File: config.mk
export PLATFORM = sky130hd
export DESIGN_NAME = xform_frame_packer
export DESIGN_NICKNAME = d
export VERILOG_FILES = /design/src/rtl/xform_pkg.sv /design/src/rtl/axis_out_reg.sv /design/src/rtl/xform_frame_packer.sv
export SDC_FILE = /design/constraint.sdc
export NUM_CORES = 1
export LEC_CHECK = 0
export BUFFER_PORTS_ARGS = -buffer_cell sky130_fd_sc_hd__buf_2
export CAP_MARGIN = 20
export CORE_UTILIZATION = 60
export CTS_BUF_LIST = sky130_fd_sc_hd__clkbuf_4 sky130_fd_sc_hd__clkbuf_8
export DETAILED_ROUTE_END_ITERATION = 7
export PLACE_DENSITY = 0.82
export SLEW_MARGIN = 20
export SYNTH_ARGS = -nofsm -noshare
export SYNTH_HDL_FRONTEND = slang
export SYNTH_SLANG_ARGS = --single-unit
File: constraint.sdc
create_clock -name aclk -period 9.8 [get_ports aclk]
set_clock_uncertainty 0.2 [all_clocks]
set_input_delay 0.98 -clock aclk [delete_from_list [all_inputs] [get_ports aclk]]
set_output_delay 0.98 -clock aclk [all_outputs]
set_load 0.01 [all_outputs]
File: src/rtl/xform_pkg.sv
// Shared constants and FSM state type for the transform frame packer.
package xform_pkg;

    localparam int DATA_WIDTH = 16;
    localparam int LANES      = 4;
    localparam int NUM_ROWS   = 3;
    localparam int NUM_COEF   = NUM_ROWS * LANES;

    localparam logic [15:0] W_ONE = 16'd1;

    typedef enum logic [1:0] {
        IDLE,
        HDR,
        PTS
    } state_t;

endpackage

File: src/rtl/axis_out_reg.sv
// Single-entry AXI-Stream output register; holds data and last stable while stalled.
module axis_out_reg #(
    parameter int WIDTH = 64
) (
    input  logic             aclk,
    input  logic             areset,
    input  logic             in_valid_i,
    input  logic [WIDTH-1:0] in_data_i,
    input  logic             in_last_i,
    output logic             in_ready_o,
    output logic             out_valid_o,
    output logic [WIDTH-1:0] out_data_o,
    output logic             out_last_o,
    input  logic             out_ready_i
);

    logic             valid_q;
    logic [WIDTH-1:0] data_q;
    logic             last_q;

    // A new beat may enter when the slot is empty or is being drained this cycle.
    assign in_ready_o  = !valid_q || out_ready_i;
    assign out_valid_o = valid_q;
    assign out_data_o  = data_q;
    assign out_last_o  = last_q;

    always_ff @(posedge aclk or posedge areset) begin
        if (areset) begin
            valid_q <= 1'b0;
            data_q  <= '0;
            last_q  <= 1'b0;
        end else if (in_valid_i && in_ready_o) begin
            valid_q <= 1'b1;
            data_q  <= in_data_i;
            last_q  <= in_last_i;
        end else if (out_ready_i) begin
            valid_q <= 1'b0;
        end
    end

endmodule

File: src/rtl/xform_frame_packer.sv
// Builds transform frames: three matrix-row header beats followed by {1, z, y, x} point beats.
module xform_frame_packer #(
    parameter int DATA_WIDTH = 16,
    parameter int LANES      = 4,
    parameter int CNT_WIDTH  = 16
) (
    input  logic                        aclk,
    input  logic                        areset,
    input  logic                        cfg_wr_en,
    input  logic [3:0]                  cfg_addr,
    input  logic [DATA_WIDTH-1:0]       cfg_wdata,
    input  logic                        start,
    input  logic [CNT_WIDTH-1:0]        num_points,
    input  logic [3*DATA_WIDTH-1:0]     s_axis_tdata,
    input  logic                        s_axis_tvalid,
    output logic                        s_axis_tready,
    input  logic                        s_axis_tlast,
    output logic [LANES*DATA_WIDTH-1:0] m_axis_tdata,
    output logic                        m_axis_tvalid,
    input  logic                        m_axis_tready,
    output logic                        m_axis_tlast,
    output logic                        busy,
    output logic                        done,
    output logic                        len_err
);

    import xform_pkg::*;

    localparam int BEAT_W = LANES * DATA_WIDTH;

    state_t                                 state_q;
    logic [1:0]                             row_q;
    logic [CNT_WIDTH-1:0]                   cnt_q;
    logic                                   lastLoaded_q;
    logic                                   busy_q;
    logic                                   done_q;
    logic                                   lenErr_q;
    logic [NUM_COEF-1:0][DATA_WIDTH-1:0]    coef_q;
    logic [NUM_COEF-1:0][DATA_WIDTH-1:0]    coef_d;

    logic              outReady;
    logic              startAccept;
    logic              outAccept;
    logic              inAccept;
    logic              cntIsOne;
    logic [1:0]        hdrRow;
    logic [BEAT_W-1:0] hdrBeat;
    logic              loadValid;
    logic              loadLast;
    logic [BEAT_W-1:0] loadData;

    // Pending write is folded in so a start in the same cycle sees the new coefficient.
    always_comb begin
        coef_d = coef_q;
        if (state_q == IDLE && cfg_wr_en && cfg_addr < 4'(NUM_COEF)) begin
            coef_d[cfg_addr] = cfg_wdata;
        end
    end

    assign hdrRow  = (state_q == IDLE) ? 2'd0 : row_q + 2'd1;
    assign hdrBeat = coef_d[{hdrRow, 2'b00} +: LANES];

    assign startAccept   = (state_q == IDLE) && start && (num_points != '0);
    assign outAccept     = m_axis_tvalid && m_axis_tready;
    assign s_axis_tready = (state_q == PTS) && !lastLoaded_q && outReady;
    assign inAccept      = s_axis_tvalid && s_axis_tready;
    assign cntIsOne      = (cnt_q == CNT_WIDTH'(1));

    always_comb begin
        loadValid = 1'b0;
        loadLast  = 1'b0;
        loadData  = '0;
        case (state_q)
            IDLE: begin
                if (startAccept) begin
                    loadValid = 1'b1;
                    loadData  = hdrBeat;
                end
            end
            HDR: begin
                if (outAccept && row_q != 2'd2) begin
                    loadValid = 1'b1;
                    loadData  = hdrBeat;
                end
            end
            PTS: begin
                if (inAccept) begin
                    loadValid = 1'b1;
                    loadData  = {DATA_WIDTH'(W_ONE), s_axis_tdata};
                    loadLast  = cntIsOne || s_axis_tlast;
                end
            end
            default: begin
            end
        endcase
    end

    // Frame sequencing; lastLoaded_q stops point intake once the tlast beat is queued.
    always_ff @(posedge aclk or posedge areset) begin
        if (areset) begin
            state_q      <= IDLE;
            row_q        <= 2'd0;
            cnt_q        <= '0;
            lastLoaded_q <= 1'b0;
            busy_q       <= 1'b0;
            done_q       <= 1'b0;
            lenErr_q     <= 1'b0;
            coef_q       <= '0;
        end else begin
            coef_q   <= coef_d;
            done_q   <= 1'b0;
            lenErr_q <= 1'b0;
            case (state_q)
                IDLE: begin
                    if (startAccept) begin
                        state_q      <= HDR;
                        row_q        <= 2'd0;
                        cnt_q        <= num_points;
                        lastLoaded_q <= 1'b0;
                        busy_q       <= 1'b1;
                    end
                end
                HDR: begin
                    if (outAccept) begin
                        if (row_q == 2'd2) begin
                            state_q <= PTS;
                        end else begin
                            row_q <= row_q + 2'd1;
                        end
                    end
                end
                PTS: begin
                    if (inAccept) begin
                        cnt_q <= cnt_q - CNT_WIDTH'(1);
                        if (cntIsOne || s_axis_tlast) begin
                            lastLoaded_q <= 1'b1;
                        end
                        if (cntIsOne != s_axis_tlast) begin
                            lenErr_q <= 1'b1;
                        end
                    end
                    if (outAccept && m_axis_tlast) begin
                        state_q <= IDLE;
                        busy_q  <= 1'b0;
                        done_q  <= 1'b1;
                    end
                end
                default: begin
                    state_q <= IDLE;
                end
            endcase
        end
    end

    assign busy    = busy_q;
    assign done    = done_q;
    assign len_err = lenErr_q;

    axis_out_reg #(
        .WIDTH (BEAT_W)
    ) u_out_reg (
        .aclk        (aclk),
        .areset      (areset),
        .in_valid_i  (loadValid),
        .in_data_i   (loadData),
        .in_last_i   (loadLast),
        .in_ready_o  (outReady),
        .out_valid_o (m_axis_tvalid),
        .out_data_o  (m_axis_tdata),
        .out_last_o  (m_axis_tlast),
        .out_ready_i (m_axis_tready)
    );

endmodule

# ---- After elaboration in Yosys (flattened, before gate mapping)
# Cells that the tools add are included.
dict set report op_classes {
  addsub 2
  n_lt_le_gt_ge 3
  n_eq_ne 13
  n_shift 16
  n_mux 41
  n_reduce_logical 26
}
# cell n
set op_table {}
lappend op_table {{$bwmux 192} 1}
lappend op_table {{$mux 192} 1}
lappend op_table {{$pmux 64 s3} 1}
lappend op_table {{$shiftx 12x5->4} 16}
lappend op_table {{$mux 64} 2}
lappend op_table {{$demux 16 s4} 1}
lappend op_table {{$mux 49} 1}
lappend op_table {{$mux 16} 3}
lappend op_table {{$pmux 16 s2} 1}
lappend op_table {{$mux 1} 17}
lappend op_table {{$eq 16x1->1 const B} 1}
lappend op_table {{$mux 2} 8}
lappend op_table {{$reduce_bool 16->1} 1}
lappend op_table {{$sub 16x1->16 const B} 1}
lappend op_table {{$logic_and 1x1->1} 12}
lappend op_table {{$ne 2x2->1 const B} 6}
lappend op_table {{$reduce_and 4->1} 3}
lappend op_table {{$pmux 2 s3} 1}
lappend op_table {{$reduce_and 3->1} 2}
lappend op_table {{$reduce_bool 2->1} 3}
lappend op_table {{$lt 4x5->1 const B} 1}
lappend op_table {{$eq 2x2->1 const B} 2}
lappend op_table {{$ge 4x1->1 const B} 1}
lappend op_table {{$lt 4x4->1 const B} 1}
lappend op_table {{other kinds (10)} 14}
dict set report totals {
  ff_bits 282
  output_inout_bits 70
  elab_cells 123
}

# ---- Logic depth before layout (Yosys ltp)
dict set report depth {
  ltp_word 9
  ltp_mapped 8
  ltp_nobuf 7
}

# ---- Hierarchy
# A second synthesis with hierarchy kept.
dict set report unflattened {
  cells_unflattened 1013
  area_unflattened_um2 13197.7
}
# module instances cells_each area_per_inst_um2 seq_area_each_um2
set modules_own_cells {}
lappend modules_own_cells {xform_frame_packer 1 871 10466.3 5405.2}
lappend modules_own_cells {axis_out_reg 1 142 2731.4 1651.6}

# ---- Worst setup path after synthesis
# No wires, ideal clock.
dict set report synth_path {
  path_kind {input port to flip-flop}
  start {input cfg_addr[2]}
  end {register u_out_reg.data_q[54] (netlist: u_out_reg.out_data_o[54])}
  arrival_ns 3.068
  slack_ns 6.410
  stages 7
  n_path_buf 2
  cell_sequence {or4b_1 -> buf_2 -> nor3_2 -> buf_2 -> mux2_2 -> o22a_1 -> a32o_1}
}
# item line_no
set synth_rtl {}
lappend synth_rtl {{from (decl)} xform_frame_packer.sv:10} ;# input logic [3:0] cfg_addr,
lappend synth_rtl {{to (signal assigned)} axis_out_reg.sv:34} ;# data_q <= in_data_i;
lappend synth_rtl {{to (decl)} axis_out_reg.sv:18} ;# logic [WIDTH-1:0] data_q;

# ---- Worst setup path after layout
dict set report layout_path {
  start {register state_q[1]}
  end {output s_axis_tready}
}
dict set report layout_via {
  elab_chain_len 3
}
# item line_no
set layout_lines {}
lappend layout_lines {{from (decl)} xform_frame_packer.sv:31} ;# state_t state_q;
lappend layout_lines {{from (signal assigned)} xform_frame_packer.sv:101} ;# state_q <= IDLE;
lappend layout_lines {{from (signal assigned)} xform_frame_packer.sv:116} ;# state_q <= HDR;
lappend layout_lines {{from (signal assigned)} xform_frame_packer.sv:126} ;# state_q <= PTS;
lappend layout_lines {{$eq 2x2->1} xform_frame_packer.sv:65} ;# assign s_axis_tready = (state_q == PTS) && !lastLoaded_q && outReady;
lappend layout_lines {{$logic_and 1x1->1 (2 in a row)} xform_frame_packer.sv:65}
lappend layout_lines {{to (decl)} xform_frame_packer.sv:16} ;# output logic s_axis_tready,
# Every way passes these cells.

==> results.yml <==
grt:
  antenna_found_initial: 3
  grt_util_all_layers_pct: 32.15
  grt_max_degree: 145
  grt_pass1_wl_um: 55480
  grt_pass1_vias: 10380
  overflow: 0
power_and_ir_drop:
  seqPwrFrac_pct: 37.6
  power_switching_mw: 1.875
  ir_worst_vdd_uv: 202.7
  power_leakage_nw: 7.169
  p_clk_share_pct: 22.7
  p_comb_share_pct: 39.7
  swShare_pct: 37.84
  p_int_mw: 3.080
  powerDensity_nw_per_um2: 329.9
clock_tree:
  numClockSinks: 282
  clk-insertion-delay-late_ns: 0.57
  cts_resized: 0
  postCtsHoldBufs: 0
  htree_num_levels: 2
  clkTransAtPathRegs_ns: 0.06
  root_buffer: "clkbuf_8"
  cts_tree: "yes"
  cts_made_buffers: 47
  clock_path_buffers: 3
  cts_setup_buffers: 0
detailed_routing:
  first_iter_violations: 770
  drc: 0
  avgViaCountPerCell: 6.419
  ant_nets: 0
  highest_layer: "met4"
  wl_met2_um: 16970
  wl_per_cell_um: 21.77
  wl_um: 34960
  dr.pass1.iters: 5
  met1_length_um: 14290
  wl_met3_um: 2675
  vias: 10310
yosys:
  synth_cell_types: 66
  muxShareOfSynthArea_pct: 13.41
  synth_warnings: 0
  yosys.area_share.adder_pct: 0.3840
  syn-num-nets: 1272
  synthArstFlopShare_pct: 100.0
  synthCells: 1177
  synth_compound_area_share_pct: 16.43
  ys_seq_area_share_pct: 54.14
  synth_simple_gate_area_share_pct: 11.31
  synth.avg_cell_area_um2: 11.07
  synthesis.area_um2: 13030
  yosys.area_share.xor_xnor_pct: 0
  synthFlopType: "dfrtp_1"
  synth_top_family_by_area: "compound AO/OA/AOI/OAI gates"
  yosys_register_bits: 282
  synth_edf_count: 0
worst_setup_path:
  critPathRequiredTime_ns: 8.62
  cp-end-kind: "output port"
  cp_num_buf_inv: 1
  crit_chain: "nand2b_1, nor3_1, buf_2"
  worst_setup_path_start_kind: "flop"
  cp_max_fo: 27
  cp_top_family: "simple AND/OR/NAND/NOR gates"
  arrival_ns: 2.49
  rr_startpoint: "row_q[0]"
  slowest_delay_ns: 0.70
  worstSetupStartpoint: "state_q[1]"
  crit_slowest_cell: "dfrtp_1"
  crit_type: "flop to output port"
floorplanning:
  dieArea_um2: 22320
  rows: 53
  dieWidth_um: 149.4
  start_util_pct: 61.61
  ios: 161
  core-area_um2: 21150
  die_h_um: 149.4
placed_design:
  place.gp.congestion: 0.8803
  hpwl_um: 21650
  dp_cells: 1518
  portBuffers: 160
run_status:
  status: "complete, no violations"
timing:
  max_freq_ghz: 0.2728
  final-max-slew-violation-count: 0
  setup-violations-final: 0
  fin_crit_sh_pct: 37.40
  final-hold-violation-count: 0
  worst_pin_slew_ns: 1.106
  rsz0062_at_grt: "false"
  layout_min_cycle_time_ns: 3.665
  relSlewSlack_pct: 26.06
  fin_tns_setup_ns: 0
finish:
  final_net_count: 1388
  most-common-layout-cells: "dfrtp_1, buf_2, nand2_1"
  fin_util_pct: 71.01
  final_common_cell: "dfrtp_1"
  area_delta_synth_final_pct: 15.25
  instances_no_fill: 1606
  fillers: 1514
  drive_above_1_share_pct: 32.00
job:
  max-cap-violations: 0
min_path:
  hp-class: "input pin to asynchronous set/reset pin"
## power by group through the flow
stage                     combinational, mW  sequential, mW  clock, mW
final                                  1.97            1.86       1.13
after global routing                   2.14            1.91       1.19
after CTS                              1.95            1.86       1.14
after detailed placement               1.93            1.87          0
after global placement                 1.86            1.84          0
after floorplan                        1.36            1.84          0
## sequential cells by signal, indices dropped and copies added, names as in the netlist
register and count:
u_out_reg.out_valid_o 1, done 1, coef_q 192, u_out_reg.out_last_o 1, cnt_q 16, state_q 2
row_q 2, len_err 1, u_out_reg.out_data_o 64, busy 1, lastLoaded_q 1
## path summary, 6_finish.rpt
check	end	slack, ns	cells after the start
worst max-delay path	s_axis_tready	6.13	3
worst min-delay path	coef_q[4]	0.17	2
worst max register to register	u_out_reg.out_data_o[7]	6.15	6
worst min register to register	coef_q[37]	0.28	1
max in group asynchronous	coef_q[12]	8.19	3
min in group aclk	coef_q[37]	0.28	1
## per-layer routing
metal / track usage, % / vias to the layer above
li1: - / 4586
met1: 42.75 / 5159
met2: 52.27 / 477
met3: 5.810 / 87
met4: 12.86 / 0
met5: 0 / -
## Yosys cell counts (2+ instances only)
| master | number | area share (%) |
|---|---|---|
| dfrtp_1 | 282 | 54 |
| nand2_1 | 149 | 4.3 |
| mux2_2 | 141 | 12 |
| clkbuf_1 | 94 | 2.7 |
| o221ai_1 | 48 | 3.2 |
| a21oi_1 | 39 | 1.5 |
| o21ai_0 | 37 | 1.4 |
| inv_1 | 35 | 1.0 |
| a21o_1 | 28 | 1.6 |
| nor2_1 | 28 | 0.81 |
| a31oi_1 | 26 | 1.2 |
| nor3_1 | 24 | 0.92 |
| nand3_1 | 23 | 0.88 |
| o211ai_1 | 22 | 1.3 |
| o2111ai_1 | 18 | 1.2 |
| a32o_1 | 16 | 1.2 |
| nor4_1 | 16 | 0.77 |
| o22a_1 | 15 | 1.0 |
| or3_1 | 15 | 0.72 |
| and3_1 | 13 | 0.62 |
| mux2_4 | 10 | 1.2 |
| nand4_1 | 8 | 0.38 |
| a211oi_1 | 7 | 0.40 |
| a221o_1 | 6 | 0.46 |
| a311oi_1 | 6 | 0.40 |
| buf_2 | 6 | 0.23 |
| a22oi_1 | 5 | 0.29 |
| buf_1 | 4 | 0.12 |
| ha_1 | 4 | 0.38 |
| o2bb2ai_1 | 4 | 0.27 |
| and3b_1 | 3 | 0.20 |
| nand2b_1 | 3 | 0.14 |
| nor3b_1 | 3 | 0.17 |
| and2_0 | 2 | 0.096 |
| and2_1 | 2 | 0.096 |
| nand3b_1 | 2 | 0.12 |
| nor2b_1 | 2 | 0.096 |
| o32ai_1 | 2 | 0.13 |
| or2_2 | 2 | 0.096 |
## layout make-up
cell class	instances	area, µm²	area share [%]
clock inverter	5	67.56	0.4498
antenna	3	7.507	0.04998
inverter	35	138.9	0.9245
multi-input combinational	753	5488	36.53
tap	275	344.1	2.291
timing repair buffer	174	938.4	6.247
clock buffer	79	980.9	6.530
sequential	282	7057	46.98
## cell families (layout without fill, tap and decap cells)
kind of cell,after synthesis,count (layout)
adder cells (fa/ha/maj),4,4
AND/OR/NAND/NOR,306,306
multiplexers,152,152
flip-flops,282,282
AO/OA/AOI/OAI,291,291
buffers and inverters,142,293
other,0,3
## stage by stage
step                      total power [mW]  worst slack [ns]  cell area, µm²  hold slack, ns
after floorplan                      3.199            0.8411           13030          0.2438
after CTS                            4.941             6.142           14980          0.2769
final                                4.956             6.135           15020          0.1726
after detailed placement             3.801             5.807           13930          0.2625
after global placement               3.701             5.896           13930          0.2573
after global routing                 5.240             5.944           15020          0.1823
Note: power is estimated with default switching activity, not from simulation.
